--- config.mk ---
export PLATFORM = sky130hd
export DESIGN_NAME = seven_seg_scanner_flat
export DESIGN_NICKNAME = d
export VERILOG_FILES = /design/src/rtl/seg_pkg.sv /design/src/rtl/seven_seg_scanner_if.sv /design/src/rtl/seg_prescaler.sv /design/src/rtl/seven_seg_scanner.sv /design/src/flat_wrapper.sv
export SDC_FILE = /design/constraint.sdc
export NUM_CORES = 1
export LEC_CHECK = 0
export CORE_ASPECT_RATIO = 0.6
export CORE_MARGIN = 1.5
export CORE_UTILIZATION = 30
export DETAILED_ROUTE_END_ITERATION = 8
export GPL_ROUTABILITY_DRIVEN = 0
export PLACE_DENSITY = 0.45
export SYNTH_ARGS = -nofsm -noshare
export SYNTH_HDL_FRONTEND = slang
export SYNTH_SLANG_ARGS = --single-unit
export TNS_END_PERCENT = 30
--- constraint.sdc ---
create_clock -name clk -period 3.5 [get_ports clk]
set_input_delay 0.35 -clock clk [delete_from_list [all_inputs] [get_ports clk]]
set_output_delay 0.35 -clock clk [all_outputs]
set_load 0.02 [all_outputs]
--- src/rtl/seg_pkg.sv ---
// rtl/seg_pkg.sv - shared constants and leading-zero helper for the digit scanner
//
// Purpose : defaults for the scanner parameters and lz_mask(), which turns a
//           packed hex value into a per-digit "blank this digit" vector.
// Ports   : none (package).
package seg_pkg;

    localparam int DEFAULT_DIGITS      = 4;
    localparam int DEFAULT_REFRESH_DIV = 50000;
    localparam int MAX_DIGITS          = 8;

    // Bit i is set when digit i and every digit above it (up to n-1) are zero.
    // Digit 0 is never blanked so a zero value still shows a single "0".
    // The value is zero-extended to MAX_DIGITS nibbles by the caller.
    function automatic logic [MAX_DIGITS-1:0] lz_mask(input logic [4*MAX_DIGITS-1:0] value,
                                                      input int n);
        logic [MAX_DIGITS-1:0] mask;
        logic                  zeroSoFar;
        mask      = '0;
        zeroSoFar = 1'b1;
        for (int i = MAX_DIGITS - 1; i >= 1; i--) begin
            if (i < n) begin
                zeroSoFar = zeroSoFar && (value[4*i +: 4] == 4'h0);
                mask[i]   = zeroSoFar;
            end
        end
        return mask;
    endfunction

endpackage

--- src/rtl/seven_seg_scanner_if.sv ---
// rtl/seven_seg_scanner_if.sv - value/control in, scan outputs out, bundled
//
// Purpose : groups the scanner's data and display signals.
// Ports   : value_in, load, blank_lz, dp_in       (master -> slave)
//           digit_nibble, digit_blank, anode_n,
//           dp_n, pending, frame_tick            (slave -> master)
interface seven_seg_scanner_if
    import seg_pkg::*;
#(
    parameter int NUM_DIGITS = DEFAULT_DIGITS
);
    logic [4*NUM_DIGITS-1:0] value_in;
    logic                    load;
    logic                    blank_lz;
    logic [NUM_DIGITS-1:0]   dp_in;
    logic [3:0]              digit_nibble;
    logic                    digit_blank;
    logic [NUM_DIGITS-1:0]   anode_n;
    logic                    dp_n;
    logic                    pending;
    logic                    frame_tick;

    modport master (
        output value_in, load, blank_lz, dp_in,
        input  digit_nibble, digit_blank, anode_n, dp_n, pending, frame_tick
    );

    modport slave (
        input  value_in, load, blank_lz, dp_in,
        output digit_nibble, digit_blank, anode_n, dp_n, pending, frame_tick
    );
endinterface

--- src/rtl/seg_prescaler.sv ---
// rtl/seg_prescaler.sv - slot counter (cnt) and digit index (idx) with wrap flags
//
// Purpose : cnt runs 0..REFRESH_DIV-1 every cycle; idx advances on each cnt wrap
//           and wraps after NUM_DIGITS-1.
// Ports   : clk, rst_n (sync active-low)
//           idx       current digit index
//           cntZero   first cycle of a digit slot (anti-ghosting gap)
//           frameEnd  last cycle of the last digit slot
module seg_prescaler
    import seg_pkg::*;
#(
    parameter int NUM_DIGITS  = DEFAULT_DIGITS,
    parameter int REFRESH_DIV = DEFAULT_REFRESH_DIV,
    localparam int CNT_W      = $clog2(REFRESH_DIV),
    localparam int IDX_W      = $clog2(NUM_DIGITS)
) (
    input  logic             clk,
    input  logic             rst_n,
    output logic [IDX_W-1:0] idx,
    output logic             cntZero,
    output logic             frameEnd
);
    logic [CNT_W-1:0] cnt;
    logic             slotEnd;
    logic             lastDigit;

    assign slotEnd   = (cnt == CNT_W'(REFRESH_DIV - 1));
    assign lastDigit = (idx == IDX_W'(NUM_DIGITS - 1));
    assign cntZero   = (cnt == '0);
    assign frameEnd  = slotEnd && lastDigit;

    always_ff @(posedge clk) begin
        if (!rst_n) begin
            cnt <= '0;
            idx <= '0;
        end else if (slotEnd) begin
            cnt <= '0;
            idx <= lastDigit ? '0 : idx + IDX_W'(1);
        end else begin
            cnt <= cnt + CNT_W'(1);
        end
    end
endmodule

--- src/rtl/seven_seg_scanner.sv ---
// rtl/seven_seg_scanner.sv - double-buffered multi-digit hex scanner
//
// Purpose : holds a hex value, presents one nibble per digit slot with the
//           matching active-low anode, blanks leading zeros and inserts a
//           one-cycle dark gap at each digit change. New values wait in a
//           shadow register and are applied only at the frame boundary.
// Ports   : clk, rst_n (sync active-low)
//           bus       seven_seg_scanner_if.slave (value/load/blank_lz/dp_in in,
//                     digit_nibble/digit_blank/anode_n/dp_n/pending/frame_tick out)
module seven_seg_scanner
    import seg_pkg::*;
#(
    parameter int NUM_DIGITS  = DEFAULT_DIGITS,
    parameter int REFRESH_DIV = DEFAULT_REFRESH_DIV
) (
    input  logic                clk,
    input  logic                rst_n,
    seven_seg_scanner_if.slave  bus
);
    localparam int IDX_W = $clog2(NUM_DIGITS);
    localparam int VAL_W = 4 * NUM_DIGITS;

    logic [IDX_W-1:0]      idx;
    logic                  cntZero;
    logic                  frameEnd;
    logic [VAL_W-1:0]      shadow;
    logic [VAL_W-1:0]      disp;
    logic                  pendingReg;
    logic [MAX_DIGITS-1:0] blankVec;

    seg_prescaler #(
        .NUM_DIGITS (NUM_DIGITS),
        .REFRESH_DIV(REFRESH_DIV)
    ) u_prescaler (
        .clk     (clk),
        .rst_n   (rst_n),
        .idx     (idx),
        .cntZero (cntZero),
        .frameEnd(frameEnd)
    );

    // A load landing on the boundary bypasses the shadow wait: the newest
    // value wins and nothing is left pending.
    always_ff @(posedge clk) begin
        if (!rst_n) begin
            shadow     <= '0;
            disp       <= '0;
            pendingReg <= 1'b0;
        end else if (bus.load && frameEnd) begin
            shadow     <= bus.value_in;
            disp       <= bus.value_in;
            pendingReg <= 1'b0;
        end else if (bus.load) begin
            shadow     <= bus.value_in;
            pendingReg <= 1'b1;
        end else if (frameEnd && pendingReg) begin
            disp       <= shadow;
            pendingReg <= 1'b0;
        end
    end

    assign blankVec = lz_mask((4*MAX_DIGITS)'(disp), NUM_DIGITS);

    assign bus.digit_nibble = disp[{idx, 2'b00} +: 4];
    assign bus.anode_n      = cntZero ? '1 : ~(NUM_DIGITS'(1) << idx);
    assign bus.dp_n         = cntZero | ~bus.dp_in[idx];
    assign bus.digit_blank  = cntZero | (bus.blank_lz & blankVec[idx]);
    assign bus.pending      = pendingReg;
    assign bus.frame_tick   = frameEnd;
endmodule

--- src/flat_wrapper.sv ---
// flat-port wrapper written by rule: the top's interface ports become plain ports
module seven_seg_scanner_flat import seg_pkg::*;
#(
    parameter int NUM_DIGITS  = DEFAULT_DIGITS,
    parameter int REFRESH_DIV = DEFAULT_REFRESH_DIV
)
  (clk, rst_n, bus_value_in, bus_load, bus_blank_lz, bus_dp_in, bus_digit_nibble, bus_digit_blank, bus_anode_n, bus_dp_n, bus_pending, bus_frame_tick);
  seven_seg_scanner_if #(.NUM_DIGITS(NUM_DIGITS)) bus_i ();
  input  logic clk;
  input  logic rst_n;
  input wire logic [$bits(bus_i.value_in)-1:0] bus_value_in;
  input wire logic [$bits(bus_i.load)-1:0] bus_load;
  input wire logic [$bits(bus_i.blank_lz)-1:0] bus_blank_lz;
  input wire logic [$bits(bus_i.dp_in)-1:0] bus_dp_in;
  output wire logic [$bits(bus_i.digit_nibble)-1:0] bus_digit_nibble;
  output wire logic [$bits(bus_i.digit_blank)-1:0] bus_digit_blank;
  output wire logic [$bits(bus_i.anode_n)-1:0] bus_anode_n;
  output wire logic [$bits(bus_i.dp_n)-1:0] bus_dp_n;
  output wire logic [$bits(bus_i.pending)-1:0] bus_pending;
  output wire logic [$bits(bus_i.frame_tick)-1:0] bus_frame_tick;
  assign bus_i.value_in = bus_value_in;
  assign bus_i.load = bus_load;
  assign bus_i.blank_lz = bus_blank_lz;
  assign bus_i.dp_in = bus_dp_in;
  assign bus_digit_nibble = bus_i.digit_nibble;
  assign bus_digit_blank = bus_i.digit_blank;
  assign bus_anode_n = bus_i.anode_n;
  assign bus_dp_n = bus_i.dp_n;
  assign bus_pending = bus_i.pending;
  assign bus_frame_tick = bus_i.frame_tick;
  seven_seg_scanner #(.NUM_DIGITS(NUM_DIGITS), .REFRESH_DIV(REFRESH_DIV)) u_core (.clk(clk), .rst_n(rst_n), .bus(bus_i));
endmodule
Word-level counts from Yosys, hierarchy flattened. Cells that the tools add are included.

Reduce and logical (&&, ||, !) cells: 15. Magnitude comparators: 2. Shifts and indexed selects: 2. Eq/ne operators: 3. Mux-type cells: 13. Bitwise gates (word level): 6. Add/subtract/negate cells: 2.

Operators by type and width (count): 16-bit two-way mux (5); 16-bit by 1-bit adder with 16-bit output (second input constant) (1); 16-bit equality test (second input constant) (1); 16-bit zero test (1); 16-bit by 5-bit indexed part select with 4-bit output (1); 4-bit zero test (3); 2-bit nonzero test (3); 1-bit logical AND (5); 1-bit binary-select mux with 2-bit select (2); 2-bit by 4-bit < comparator with 1-bit output (second input constant) (1); 1-bit two-way mux (4); 4-bit two-way mux (1); 4-bit NOT (1); 2-bit OR reduction (2); 1-bit by 2-bit << shifter with 4-bit output (first input constant) (1); 2-bit by 3-bit < comparator with 1-bit output (second input constant) (1); 2-bit by 1-bit adder with 2-bit output (second input constant) (1); 2-bit equality test (second input constant) (1); 2-bit two-way mux (1); 2-bit by 1-bit inequality test with 1-bit output (second input constant) (1); 1-bit NOT (2); 1-bit bitwise OR (2); 2-bit AND reduction (1); 1-bit AND (1).

Register bits after elaboration: 51. Word-level logic and storage cells: 48. Bits of input ports: 24. Output and inout port bits: 12.

Depth between registers and ports, before layout.
Depth in word-level cells: 7. Depth in mapped cells: 7. Depth with buffers taken out: 5.

Modules after synthesis. Synthesis repeated with hierarchy kept, for this count alone.

Cells, all modules: 252. Area total of the unflattened synthesis: 2557.5 um^2.

By module, submodules not included: seven_seg_scanner (cells an instance 154, area an instance 1671.6 um^2, instances 1, sequential area each 660.6 um^2); seg_prescaler (cells an instance 98, area an instance 885.8 um^2, instances 1, sequential area each 360.3 um^2).

Worst setup path after synthesis. OpenSTA, ideal clock, no wires.

Path type: register to register. Start: reg u_core.u_prescaler.cnt[4]. End: reg u_core.disp[10]. Path buffers: 2. Setup time: 121 ps. Stages on the path, launching flop included: 7. Clock period less this slack: 2150 ps. Setup slack: 1350 ps. Arrival time: 2029 ps. Required time: 3379 ps. Path through: dfxtp_1 > or4_4 > nor4_4 > o211a_1 > buf_6 > buf_12 > mux2_4.

Longest elaborated chain between the ends: 5. Elaborated cells on any way between the ends: 8. Those cells by class: eq/ne: 2; mux: 1; reduce/logical: 5.

Ends and longest elaborated chain: from (decl) (RTL line seg_prescaler.sv:23) `logic [CNT_W-1:0] cnt;`; from (signal assigned) (RTL line seg_prescaler.sv:40) `cnt <= cnt + CNT_W'(1);`; 16-bit equality test * (RTL line seg_prescaler.sv:27) `assign slotEnd = (cnt == CNT_W'(REFRESH_DIV - 1));`; 1-bit logical AND * (RTL line seg_prescaler.sv:30) `assign frameEnd = slotEnd && lastDigit;`; 1-bit logical AND, on equally long branches (RTL line seven_seg_scanner.sv:49, seven_seg_scanner.sv:56); 2-bit by 1-bit inequality test with 1-bit output (no line) or 2-bit nonzero test (tied branches); 2-bit AND reduction (no line); to (signal assigned) (RTL line seven_seg_scanner.sv:51) `disp <= bus.value_in;`; to (signal assigned) (RTL line seven_seg_scanner.sv:57) `disp <= shadow;`; to (decl) (RTL line seven_seg_scanner.sv:27) `logic [VAL_W-1:0] disp;`.

Mark *: on every way between the ends. The rest lies on a longest branch, timed or not. A chain may end at the register's enable or synchronous reset.

Worst setup path in the final report.
Start: reg u_core.u_prescaler.cnt[4]. End: out bus_frame_tick.

Longest elaborated chain between the ends: 2.

Ends and longest elaborated chain: 16-bit equality test (RTL line seg_prescaler.sv:27); 1-bit logical AND (RTL line seg_prescaler.sv:30); to (decl) (RTL line flat_wrapper.sv:20) `output wire logic [$bits(bus_i.frame_tick)-1:0] bus_frame_tick;`.

Every way passes these cells.

==> impl_metrics.ini <==
[grt]
first_global_vias = 1584
grt_pass1_wl_mm = 8.78
grt_overflow = 0
antenna_found_initial = 0
grt_max_degree = 38
grt.total_usage_pct = 13.5

[routing]
remaining_drc_errors = 0
drt_iter0_markers = 71
drt_first_pass_iters = 4
wire_per_inst_um = 14.6
wl_mm = 5.48
via_per_inst = 4.53
postRouteAntennaNets = 0
via_count = 1696

[hold_path]
hp-class = flop to flop
hold_start = u_core.u_prescaler.cnt[0]

[synth]
syn_area_mm2 = 0.00242
synth_edf_count = 0
synth-main-ff-cell = dfxtp_1
syn_inst = 234
ys_types = 34
async_flop_share_pct = 0
synth-seq-area-share_pct = 42.2
ys_warn_count = 0
syn_avg_cell_area_um2 = 10.3
synth-seq-cells = 51
syn_nets = 264

[setup_path]
path_class = flop to primary output
critPathMaxFanout = 7
arrival_ns = 2.48
worstReg2RegStart = u_core.u_prescaler.cnt[4]
end_kind = primary output
cp-start-kind = flop
cp.required_ns = 3.15
startpoint = u_core.u_prescaler.cnt[4]

[placed_design]
io_buffers = 35
hpwlAfterDp_mm = 3.95

[floorplanning]
core_mm2 = 0.00785
start_util_pct = 30.8
die-width_um = 119
io_pins = 36
die_h_um = 72.5
die_area_mm2 = 0.00862
fp-row-count = 25

[timing]
min_period_ns = 2.83
clock_skew_ns = 0.00710
rsz0062_at_grt = no
finalHoldViolations = 0
whs_ns = 0.505
slew_headroom_pct = 28.0
tightest_slew_ns = 1.08
tns_ns = 0
slew_viol_final = 0
fmax_mhz = 353
setup_violations = 0
post-route-period-util_pct = 80.9

[power]
vdd_drop_max_v = 0.000174
total_power_mw = 1.21
p_leak_nw = 1.14
p_per_area_mw_per_mm2 = 404

[clock_tree]
cts_resized = 0
insertion_delay_ns = 0.29
tritoncts = done
cts.sinks = 51
cts_made_buffers = 5
path_clk_slew_ns = 0.06
h-tree-depth = 2
clockBufferDepth = 2
post_cts.repair.setup_buffers = 0
root_buffer = clkbuf_16
hold_buffers = 0

[final_layout]
area_growth_pct = 24.2
layout.nets = 295
n_antenna_cell = 0
drive_above_1_share_pct = 13.5
fillers = 807

[run]
drv_cap = 0

[outcome]
status = finished clean
report_power, final:
part / leakage, nW / total [mW] / switching [mW] / internal (mW)
Clock: 0.0731 / 0.509 / 0.223 / 0.286
Sequential: 0.415 / 0.602 / 0.00786 / 0.594
Combinational: 0.654 / 0.102 / 0.0467 / 0.0552
Total: 1.14 / 1.21 / 0.277 / 0.936
flip-flops by register name, indices dropped and copies added (netlist names):
register and count:
u_core.bus.pending 1, u_core.disp 16, u_core.shadow 16, u_core.u_prescaler.cnt 16, u_core.u_prescaler.idx 2
kinds of logic after synthesis:
logic type      share of synthesized area (%)
simple gates                             22.9
fa+ha+maj                                3.11
buf+inv                                  4.50
mux                                      21.1
compound gates                           1.45
xor+xnor                                 4.71
flops                                    42.2
per-stage QoR:
step / setup WS, ns / util [%] / std cells / instance area [um2]
final: 0.669 / 38.2 / 374 / 3000
after detailed placement: 0.972 / 36.3 / 366 / 2850
after CTS: 0.654 / 38.2 / 374 / 3000
after global routing: 0.579 / 38.2 / 374 / 3000
after global placement: 0.983 / 36.3 / 366 / 2850
after floorplan: 1.35 / - / 234 / 2420
worst max-delay path, cell delays in order (launching register included):
cell	delay, ns
dfxtp_1	0.37
or4_4	0.57
nor4_4	0.42
and2_2	0.23
clkdlybuf4s50_1	0.60
synthesized netlist by cell type (2+ instances only):
library cell / instances / share of area, %
nor2_1: 20 / 3.1
and2_1: 17 / 4.4
mux2_2: 6 / 2.8
xnor2_1: 8 / 2.9
mux4_2: 5 / 4.7
ha_1: 6 / 3.1
o21ai_0: 3 / 0.62
mux2i_1: 18 / 7.5
nand3_1: 7 / 1.4
nand2_1: 9 / 1.4
nor2b_1: 18 / 4.7
a21oi_1: 2 / 0.41
dfxtp_1: 51 / 42
mux2_4: 10 / 6.2
or3_1: 2 / 0.52
buf_2: 2 / 0.41
inv_1: 8 / 1.2
xor2_1: 5 / 1.8
nand4_1: 7 / 1.8
nor4_1: 8 / 2.1
clkbuf_1: 9 / 1.4
placed cells by master, fill, tap and decap left out, types with 2 or more instances in the layout:
master / synthesis / routed
inv_1: 8 / 8
nor2b_1: 18 / 18
clkdlybuf4s50_1: 0 / 35
o21ai_0: 3 / 3
buf_4: 0 / 3
and2_1: 17 / 17
xnor2_1: 8 / 8
nand2_1: 9 / 9
xor2_1: 5 / 5
mux2_2: 6 / 6
ha_1: 6 / 6
clkbuf_16: 0 / 5
or3_1: 2 / 2
mux2i_1: 18 / 18
nand4_1: 7 / 7
nor4_1: 8 / 8
mux2_4: 10 / 10
nor2_1: 20 / 20
nand3_1: 7 / 7
dfxtp_1: 51 / 51
a21oi_1: 2 / 2
mux4_2: 5 / 5
per-layer routing:
layer / GRT usage, % / part of all wire [%] / routed length [um] / up-vias
met5: 0 / 0 / 0 / -
met4: 3.21 / 0.66 / 36 / 0
met3: 4.40 / 6.5 / 358 / 5
met2: 16.5 / 34 / 1860 / 49
met1: 21.6 / 59 / 3230 / 781
li1: - / - / - / 861
cell type report:
| class | count | area, um2 | area share, % |
|---|---|---|---|
| Clock buffer | 6 | 139 | 4.63 |
| Clock inverter | 2 | 16.3 | 0.542 |
| Inverter | 8 | 30.0 | 1.00 |
| Multi-Input combinational cell | 161 | 1290 | 42.9 |
| Sequential cell | 51 | 1020 | 34.0 |
| Tap cell | 108 | 135 | 4.50 |
| Timing Repair Buffer | 38 | 373 | 12.4 |
final timing paths:
| check | endpoint | slack (ns) | cells past startpoint |
|---|---|---|---|
| hold / removal | u_core.u_prescaler.cnt[0] | 0.50 | 1 |
| setup reg to reg | u_core.disp[0] | 1.15 | 5 |
| hold reg to reg | u_core.u_prescaler.cnt[0] | 0.50 | 1 |
| setup / recovery | bus_frame_tick | 0.67 | 4 |
No activity file was read; power rests on OpenSTA's default activity.
